### config.mk
export PLATFORM = sky130hd
export DESIGN_NAME = sa_feeder_flat
export DESIGN_NICKNAME = d
export VERILOG_FILES = /design/src/rtl/sa_pkg.sv /design/src/rtl/sa_feeder_if.sv /design/src/rtl/sa_skew_mux.sv /design/src/rtl/sa_feeder.sv /design/src/flat_wrapper.sv
export SDC_FILE = /design/constraint.sdc
export NUM_CORES = 1
export LEC_CHECK = 0
export ABC_AREA = 1
export BUFFER_PORTS_ARGS = -buffer_cell sky130_fd_sc_hd__buf_2
export CORE_UTILIZATION = 60
export CTS_CLUSTER_DIAMETER = 100
export DETAILED_ROUTE_END_ITERATION = 16
export PLACE_DENSITY = 0.93
export SYNTH_ARGS = -nofsm -noshare
export SYNTH_HDL_FRONTEND = slang
export SYNTH_HIERARCHICAL = 1
export SYNTH_SLANG_ARGS = --single-unit
export TNS_END_PERCENT = 50
### constraint.sdc
create_clock -name clk -period 3.3 [get_ports clk]
set_input_delay 0.66 -clock clk [delete_from_list [all_inputs] [get_ports clk]]
set_output_delay 0.66 -clock clk [all_outputs]
set_load 0.1 [all_outputs]
### src/rtl/sa_pkg.sv
// Shared types and width helpers for the systolic-array operand feeder.
package sa_pkg;

  localparam int SA_N         = 4;
  localparam int SA_DIN_WIDTH = 8;

  typedef logic [SA_DIN_WIDTH-1:0]   sa_elem_t;
  typedef logic [2*SA_DIN_WIDTH-1:0] sa_acc_t;

  typedef enum logic [1:0] {
    S_LOAD   = 2'd0,
    S_STREAM = 2'd1,
    S_WAIT   = 2'd2
  } sa_feed_state_e;

  // Stream counter covers beats 0..2N-2.
  function automatic int cnt_w(input int n);
    return $clog2(2 * n - 1);
  endfunction

  localparam int CNT_W = cnt_w(SA_N);

endpackage

### src/rtl/sa_feeder_if.sv
// Operand load port plus array-side input bus of the feeder.
interface sa_feeder_if #(
  parameter int N         = 4,
  parameter int DIN_WIDTH = 8
);
  logic                       ld_valid;
  logic                       ld_ready;
  logic [N*DIN_WIDTH-1:0]     ld_a;
  logic [N*DIN_WIDTH-1:0]     ld_b;
  logic [N*2*DIN_WIDTH-1:0]   ld_c;
  logic                       sa_out_valid;
  logic [N*DIN_WIDTH-1:0]     a_din;
  logic [N*DIN_WIDTH-1:0]     b_din;
  logic [N*2*DIN_WIDTH-1:0]   c_din;
  logic                       in_valid;

  // Environment side: operand source and systolic array.
  modport master (
    output ld_valid, ld_a, ld_b, ld_c, sa_out_valid,
    input  ld_ready, a_din, b_din, c_din, in_valid
  );

  // Feeder side.
  modport slave (
    input  ld_valid, ld_a, ld_b, ld_c, sa_out_valid,
    output ld_ready, a_din, b_din, c_din, in_valid
  );
endinterface

### src/rtl/sa_skew_mux.sv
// Diagonal skew select: lane l at stream count t shows mem[t-l][l], or zero outside the diamond.
module sa_skew_mux #(
  parameter int N     = 4,
  parameter int W     = 8,
  parameter int CNT_W = 3
) (
  input  logic [N-1:0][N-1:0][W-1:0] mem,   // [beat][lane]
  input  logic [CNT_W-1:0]           t,
  output logic [N-1:0][W-1:0]        lanes
);

  localparam int IDX_W = $clog2(N);

  always_comb begin
    int d;
    // NOTE: every output gets a default before any conditional assignment so no latch is inferred.
    d     = 0;
    lanes = '0;
    for (int l = 0; l < N; l++) begin
      d = int'(t) - l;
      if (d >= 0 && d < N) lanes[l] = mem[d[IDX_W-1:0]][l];
    end
  end

endmodule

### src/rtl/sa_feeder.sv
// Loads one NxN A/B operand pair plus a bias row, streams them diagonally skewed into the
// systolic array, then waits for the array's result before accepting the next load.
module sa_feeder
  import sa_pkg::*;
#(
  parameter int DIN_WIDTH = 8,
  parameter int N         = 4
) (
  input  logic           clk,
  input  logic           rst,
  sa_feeder_if.slave     bus,
  output logic           busy,
  output logic           err_stray
);

  localparam int W      = DIN_WIDTH;
  localparam int CW     = 2 * DIN_WIDTH;
  localparam int CNT_W  = cnt_w(N);
  localparam int K_W    = $clog2(N);
  localparam int LAST_T = 2 * N - 2;

  typedef logic [N-1:0][W-1:0]  lanes_t;
  typedef logic [N-1:0][CW-1:0] acc_lanes_t;

  sa_feed_state_e     state_q, state_d;
  logic [K_W-1:0]     k_q, k_d;
  logic [CNT_W-1:0]   t_q, t_d;
  logic               primed_q, primed_d;
  lanes_t [N-1:0]     a_buf_q, a_buf_d;    // [beat k] = A column k
  lanes_t [N-1:0]     b_buf_q, b_buf_d;    // [beat k] = B row k
  acc_lanes_t         c_buf_q, c_buf_d;
  lanes_t             a_din_q, a_din_d, b_din_q, b_din_d;
  acc_lanes_t         c_din_q, c_din_d;
  logic               in_valid_q, in_valid_d;
  logic               err_q, err_d;

  logic               ld_fire, last_beat, last_t, stream_beat;
  lanes_t             a_sel, b_sel;

  assign bus.ld_ready = (state_q == S_LOAD) && !rst;
  assign ld_fire      = bus.ld_valid && bus.ld_ready;
  assign last_beat    = (k_q == K_W'(N - 1));
  assign last_t       = (t_q == CNT_W'(LAST_T));
  // The first STREAM cycle only primes the count, giving the two-cycle load-to-beat latency.
  assign stream_beat  = (state_q == S_STREAM) && primed_q;

  // Both buffers are stored beat-major (A as its transpose), so one select serves both.
  sa_skew_mux #(.N(N), .W(W), .CNT_W(CNT_W)) u_mux_a (
    .mem   (a_buf_q),
    .t     (t_q),
    .lanes (a_sel)
  );

  sa_skew_mux #(.N(N), .W(W), .CNT_W(CNT_W)) u_mux_b (
    .mem   (b_buf_q),
    .t     (t_q),
    .lanes (b_sel)
  );

  always_ff @(posedge clk) begin
    // NOTE: state registers use non-blocking assignments so every flop samples pre-edge values.
    if (rst) begin
      state_q <= S_LOAD;
    end else begin
      state_q <= state_d;
    end
  end

  always_comb begin
    state_d = state_q;
    unique case (state_q)
      S_LOAD:   if (ld_fire && last_beat)     state_d = S_STREAM;
      S_STREAM: if (stream_beat && last_t)    state_d = S_WAIT;
      S_WAIT:   if (bus.sa_out_valid)         state_d = S_LOAD;
      default:                                state_d = S_LOAD;
    endcase
  end

  always_comb begin
    k_d      = k_q;
    t_d      = t_q;
    primed_d = primed_q;
    a_buf_d  = a_buf_q;
    b_buf_d  = b_buf_q;
    c_buf_d  = c_buf_q;
    if (ld_fire) begin
      a_buf_d[k_q] = bus.ld_a;
      b_buf_d[k_q] = bus.ld_b;
      if (k_q == '0) c_buf_d = bus.ld_c;
      k_d = last_beat ? '0 : k_q + 1'b1;
    end
    if (state_q == S_STREAM) begin
      if (!primed_q) begin
        primed_d = 1'b1;
      end else if (last_t) begin
        primed_d = 1'b0;
        t_d      = '0;
      end else begin
        t_d = t_q + 1'b1;
      end
    end
  end

  always_comb begin
    a_din_d    = '0;
    b_din_d    = '0;
    in_valid_d = 1'b0;
    c_din_d    = c_din_q;
    err_d      = err_q || (bus.sa_out_valid && state_q != S_WAIT);
    if (stream_beat) begin
      a_din_d    = a_sel;
      b_din_d    = b_sel;
      c_din_d    = c_buf_q;
      in_valid_d = last_t;
    end
    // Bias output is released when the next operand set starts loading.
    if (ld_fire && k_q == '0) c_din_d = '0;
  end

  always_ff @(posedge clk) begin
    if (rst) begin
      k_q        <= '0;
      t_q        <= '0;
      primed_q   <= 1'b0;
      // NOTE: operand buffers are plain flops and are cleared on reset like any other state.
      a_buf_q    <= '0;
      b_buf_q    <= '0;
      c_buf_q    <= '0;
      a_din_q    <= '0;
      b_din_q    <= '0;
      c_din_q    <= '0;
      in_valid_q <= 1'b0;
      err_q      <= 1'b0;
    end else begin
      k_q        <= k_d;
      t_q        <= t_d;
      primed_q   <= primed_d;
      a_buf_q    <= a_buf_d;
      b_buf_q    <= b_buf_d;
      c_buf_q    <= c_buf_d;
      a_din_q    <= a_din_d;
      b_din_q    <= b_din_d;
      c_din_q    <= c_din_d;
      in_valid_q <= in_valid_d;
      err_q      <= err_d;
    end
  end

  assign bus.a_din    = a_din_q;
  assign bus.b_din    = b_din_q;
  assign bus.c_din    = c_din_q;
  assign bus.in_valid = in_valid_q;
  assign busy         = (state_q != S_LOAD);
  assign err_stray    = err_q;

endmodule

### src/flat_wrapper.sv
// flat-port wrapper written by rule: the top's interface ports become plain ports
module sa_feeder_flat import sa_pkg::*;
#(
  parameter int DIN_WIDTH = 8,
  parameter int N         = 4
)
  (clk, rst, busy, err_stray, bus_ld_valid, bus_ld_a, bus_ld_b, bus_ld_c, bus_sa_out_valid, bus_ld_ready, bus_a_din, bus_b_din, bus_c_din, bus_in_valid);
  sa_feeder_if #(.N(N), .DIN_WIDTH(DIN_WIDTH)) bus_i ();
  input  logic clk;
  input  logic rst;
  output logic busy;
  output logic err_stray;
  input wire logic [$bits(bus_i.ld_valid)-1:0] bus_ld_valid;
  input wire logic [$bits(bus_i.ld_a)-1:0] bus_ld_a;
  input wire logic [$bits(bus_i.ld_b)-1:0] bus_ld_b;
  input wire logic [$bits(bus_i.ld_c)-1:0] bus_ld_c;
  input wire logic [$bits(bus_i.sa_out_valid)-1:0] bus_sa_out_valid;
  output wire logic [$bits(bus_i.ld_ready)-1:0] bus_ld_ready;
  output wire logic [$bits(bus_i.a_din)-1:0] bus_a_din;
  output wire logic [$bits(bus_i.b_din)-1:0] bus_b_din;
  output wire logic [$bits(bus_i.c_din)-1:0] bus_c_din;
  output wire logic [$bits(bus_i.in_valid)-1:0] bus_in_valid;
  assign bus_i.ld_valid = bus_ld_valid;
  assign bus_i.ld_a = bus_ld_a;
  assign bus_i.ld_b = bus_ld_b;
  assign bus_i.ld_c = bus_ld_c;
  assign bus_i.sa_out_valid = bus_sa_out_valid;
  assign bus_ld_ready = bus_i.ld_ready;
  assign bus_a_din = bus_i.a_din;
  assign bus_b_din = bus_i.b_din;
  assign bus_c_din = bus_i.c_din;
  assign bus_in_valid = bus_i.in_valid;
  sa_feeder #(.DIN_WIDTH(DIN_WIDTH), .N(N)) u_core (.clk(clk), .rst(rst), .bus(bus_i), .busy(busy), .err_stray(err_stray));
endmodule
Word level (Yosys, flattened, before mapping). Cells that the tools add are included.

Bits in read-only memories: 0. Bits in latches: 0. RAM bits: 0. Input port bits: 132. Memories: 0. Register bits: 458.

Add/subtract/negate cells: 5. Reduce and logical (&&, ||, !) cells: 26. Muxes and demuxes: 28. Multiply operators: 0. Magnitude comparators: 14. Div/mod/pow operators: 0. Shift-type cells: 0. Equality and inequality tests: 8. Bitwise gates (word level): 5.

Operators by type and width (count): 32-bit binary-select mux with 2-bit select (8); 128-bit bitwise mux (2); 32-bit two-way mux (3); 32-bit demux with 2-bit select (1); 24-bit two-way mux (2); 16-bit two-way mux (2); 8-bit two-way mux (2); 2-bit by 3-bit < comparator with 1-bit output (second input constant) (5); 4-bit by 1-bit greater-or-equal comparator with 1-bit output (second input constant) (3); 1-bit logical AND (12); 4-bit < comparator (second input constant) (3); 3-bit OR reduction (4); 2-bit two-way mux (4); 3-bit by 2-bit subtractor with 4-bit output (second input constant) (2); 2-bit inequality test (second input constant) (3); 2-bit case mux with 3 select lines (1); 1-bit inverter (5); 2-bit == test (second input constant) (2); 2-bit logical NOT (2); 2-bit AND reduction (2); 2-bit OR reduction (2); 3-bit by 1-bit subtractor with 4-bit output (second input constant) (1); 3-bit by 1-bit adder with 3-bit output (second input constant) (1); 3-bit == test (second input constant) (1); other kinds (12) (13).

Longest topological paths before layout.
Depth after elaboration: 6. Depth in mapped cells: 11.

Cells and area by module. Netlist, hierarchy kept.

Modules (own cells, without submodules): sa_feeder (seq. area each 9168.8 um2, cells each 2574, area an instance 17424.2 um2, instances 1); sa_skew_mux (seq. area each 0.0 um2, cells each 394, area an instance 1685.4 um2, instances 2).

Worst setup path after synthesis. No wires, ideal clock.

Path kind: register to output. Start: register u_core.state_q[0]. End: output bus_ld_ready. Cell stages (with the launch flop): 4. Path slack: 323 ps. Arrival: 2317 ps. Path through: dfxtp_1 -> nor2_4 -> inv_1 -> nor2_1.

Longest elaborated chain between the ends: 2.

RTL lines: from (decl) (RTL line sa_feeder.sv:25) `sa_feed_state_e state_q, state_d;`; from (signal assigned) (RTL line sa_feeder.sv:65) `state_q <= state_d;`; 2-bit logical NOT (RTL line sa_feeder.sv:40) `assign bus.ld_ready = (state_q == S_LOAD) && !rst;`; 1-bit logical AND (RTL line sa_feeder.sv:40); to (decl) (RTL line flat_wrapper.sv:18) `output wire logic [$bits(bus_i.ld_ready)-1:0] bus_ld_ready;`.

Every way passes these cells.

Worst setup path after layout. Ends and elaborated chain as after synthesis.

==> results.py <==
metrics = {
    "power_and_ir_drop": {
        "clock_power_share": 0.455,
        "power.leakage_nw": 12.31,
        "intPower_mw": 9.597,
        "vdd_drop_max_mv": 0.4192,
        "seqPwrFrac": 0.468,
        "power_density_nw_per_um2": 529.0,
        "p_sw_frac": 0.2347,
        "pwr-share-comb": 0.078,
        "p_switching_mw": 2.944,
        "total_power_mw": 12.54,
    },
    "sta": {
        "layout_setup_ws_ns": 0.6909,
        "max_slew_margin": 0.3191,
        "maxSlewViolCount": 0,
        "holdWs_ns": 0.3050,
        "fin_skew_ns": 0.01903,
        "setup_violations": 0,
        "max_freq_mhz": 383.3,
        "finalCritPeriodShare": 0.7906,
        "min_period_ns": 2.609,
        "fin_tns_setup_ns": 0,
        "rsz0062_at_grt": "false",
        "tightest_slew_ns": 1.021,
        "final_hold_viol_count": 0,
    },
    "setup_path": {
        "crit_path_cell_trace": "nor2_4, inv_1, nor2_1, buf_2",
        "critPathTopFamily": "buffers and inverters",
        "critical_path_class": "flop to output pin",
        "critPathMaxStageDelay_ns": 0.47,
        "crit_buf_inv": 2,
        "critPathMaxFanout": 6,
        "end_kind": "output pin",
        "cp.arrival_ns": 1.95,
        "slowest_stage": "buf_2",
        "worstSetupStartpointType": "flop",
        "critPathRequiredTime_ns": 2.64,
    },
    "global_route": {
        "grtUsageTotal": 0.2789,
        "grt_pass1_wl_mm": 82.35,
        "grt_pass1_vias": 17570,
        "grt-ovfl-total": 0,
        "grt_max_degree": 158,
        "grt_antenna_before_repair": 9,
    },
    "detailed_routing": {
        "ant_nets": 0,
        "routedWlPerCell_um": 12.48,
        "routed_wl_mm": 49.98,
        "vias": 19380,
        "drc_errors": 0,
        "via_per_inst": 4.839,
        "drt_iter0_drc": 1536,
        "dr.pass1.iters": 6,
    },
    "clocking": {
        "path_clk_slew_ns": 0.07,
        "clock-sinks": 458,
        "cts_hold_buf": 0,
        "insertion_delay_ns": 0.58,
        "cts_max_path_buffers": 3,
        "cts_resized": 0,
        "cts_buffers": 46,
        "cts_setup_buffers": 0,
        "htreeDepth": 2,
        "cts_tree": "yes",
        "root_buffer": "clkbuf_16",
    },
    "floorplan": {
        "dieArea_um2": 35410,
        "die_height_um": 188.2,
        "die_w_um": 188.2,
        "fp-row-count": 67,
        "ios": 264,
        "initial_utilization": 0.6155,
        "fp.coreArea_um2": 33780,
    },
    "synthesis": {
        "syn_inst": 3362,
        "avgSynthCellArea_um2": 6.185,
        "syn_area_um2": 20790,
        "synth_fp_nets": 3508,
        "ys_seq_elements": 458,
        "ys_seq_area_frac": 0.4409,
        "synthDistinctLibCells": 21,
        "yosys_warnings": 6,
    },
    "layout": {
        "regArea_um2": 9174,
        "layout-drive-gt1-share": 0.1322,
        "final_net_count": 3665,
        "num-fill-cells": 2628,
        "area_growth_syn_to_layout_pct": 14.00,
        "multi_input_area_um2": 8259,
    },
    "job": {
        "cap_violations": 0,
    },
    "placed_design": {
        "gp_congestion": 0.8134,
        "post-dp-hpwl_mm": 28.67,
        "port-buffer-count": 263,
        "place_ws_ns": 0.7157,
    },
    "status": {
        "outcome": "completed",
    },
    "hold_path": {
        "hp-class": "primary input to flop",
    },
}
worst paths after layout:
kind	endpoint	depth (start not counted)	from	slack, ns
worst max-delay path	bus_ld_ready	4	u_core/state_q[0]	0.69
worst min-delay path	u_core/c_buf_q[49]	3	bus_ld_c[49]	0.31
worst max register to register	u_core/bus.b_din[10]	7	u_core/t_q[1]	0.98
worst min register to register	u_core/bus.c_din[11]	2	u_core/bus.c_din[11]	0.46
power by group through the flow:
stage	Sequential (mW)	Clock, mW	Combinational [mW]
after floorplan	5.97	0	0.692
after global placement	5.97	0	0.920
after detailed placement	5.98	0	0.942
after CTS	5.86	5.77	0.965
after global routing	5.89	6.00	1.12
final	5.87	5.70	0.973
logic make-up after synthesis:
kind of cell	count (synthesis)	share of synthesized area
simple gates	1911	0.3549
flops	458	0.4409
compound gates	138	0.03321
buf+inv	841	0.1625
fa+ha+maj	14	0.008424
layout by cell type (no fill, tap or decap), types with 10 or more instances in the layout:
master / n
clkbuf_1: 11
buf_4: 16
a21oi_1: 133
nand2_1: 1045
clkinv_1: 20
nor2_1: 718
clkbuf_16: 47
nand3_1: 133
clkinv_2: 10
dfxtp_1: 456
buf_2: 263
inv_2: 96
inv_1: 543
ha_1: 14
tightest hold or removal path: stages:
cell    delay [ns]
buf_2         0.07
nor2_1        0.03
nor2_1        0.08
registers in the layout (all words and copies together), names as in the netlist:
signal and flops:
u_core/err_stray 1, u_core/bus.b_din 32, u_core/b_buf_q 128, u_core/bus.c_din 64, u_core/state_q 2, u_core/bus.in_valid 1, u_core/c_buf_q 64, u_core/a_buf_q 128
u_core/primed_q 1, u_core/bus.a_din 32, u_core/k_q 2, u_core/t_q 3
metrics by stage:
stage / util / area, µm² / cells
2_1_floorplan: - / 20790 / 3362
3_3_place_gp: 0.6525 / 22040 / 3919
3_5_place_dp: 0.6525 / 22040 / 3919
4_1_cts: 0.7015 / 23700 / 4002
5_1_grt: 0.7016 / 23700 / 4004
6_report: 0.7017 / 23710 / 4005
final cells by class:
type                            instances  share of cell area
Sequential cell                       458              0.3870
Multi-Input combinational cell       2063              0.3484
Inverter                              666              0.1061
Timing Repair Buffer                  284             0.06481
Clock buffer                           67             0.05658
Tap cell                              448             0.02364
Clock inverter                         16             0.01319
Antenna cell                            3           0.0003167
per-layer routing:
layer,GRT usage,wire length [µm]
met1,0.3493,20820
met2,0.4593,23300
met3,0.06139,3905
met4,0.1229,1879
met5,0,78
Yosys cell counts (all sizes together):
cell type	instances	area, µm²
ha	14	175.2
buf	163	827.1
nand2	1048	3934
a21oi	133	665.6
nor2	722	2725
nor3	1	5.000
inv	640	2402
nand4	5	31.28
clkinv	26	105.1
o21ai	5	25.02
dfxtp	458	9169
nand3	135	685.7
clkbuf	12	45.04
Power figures use the tool's default switching activity.
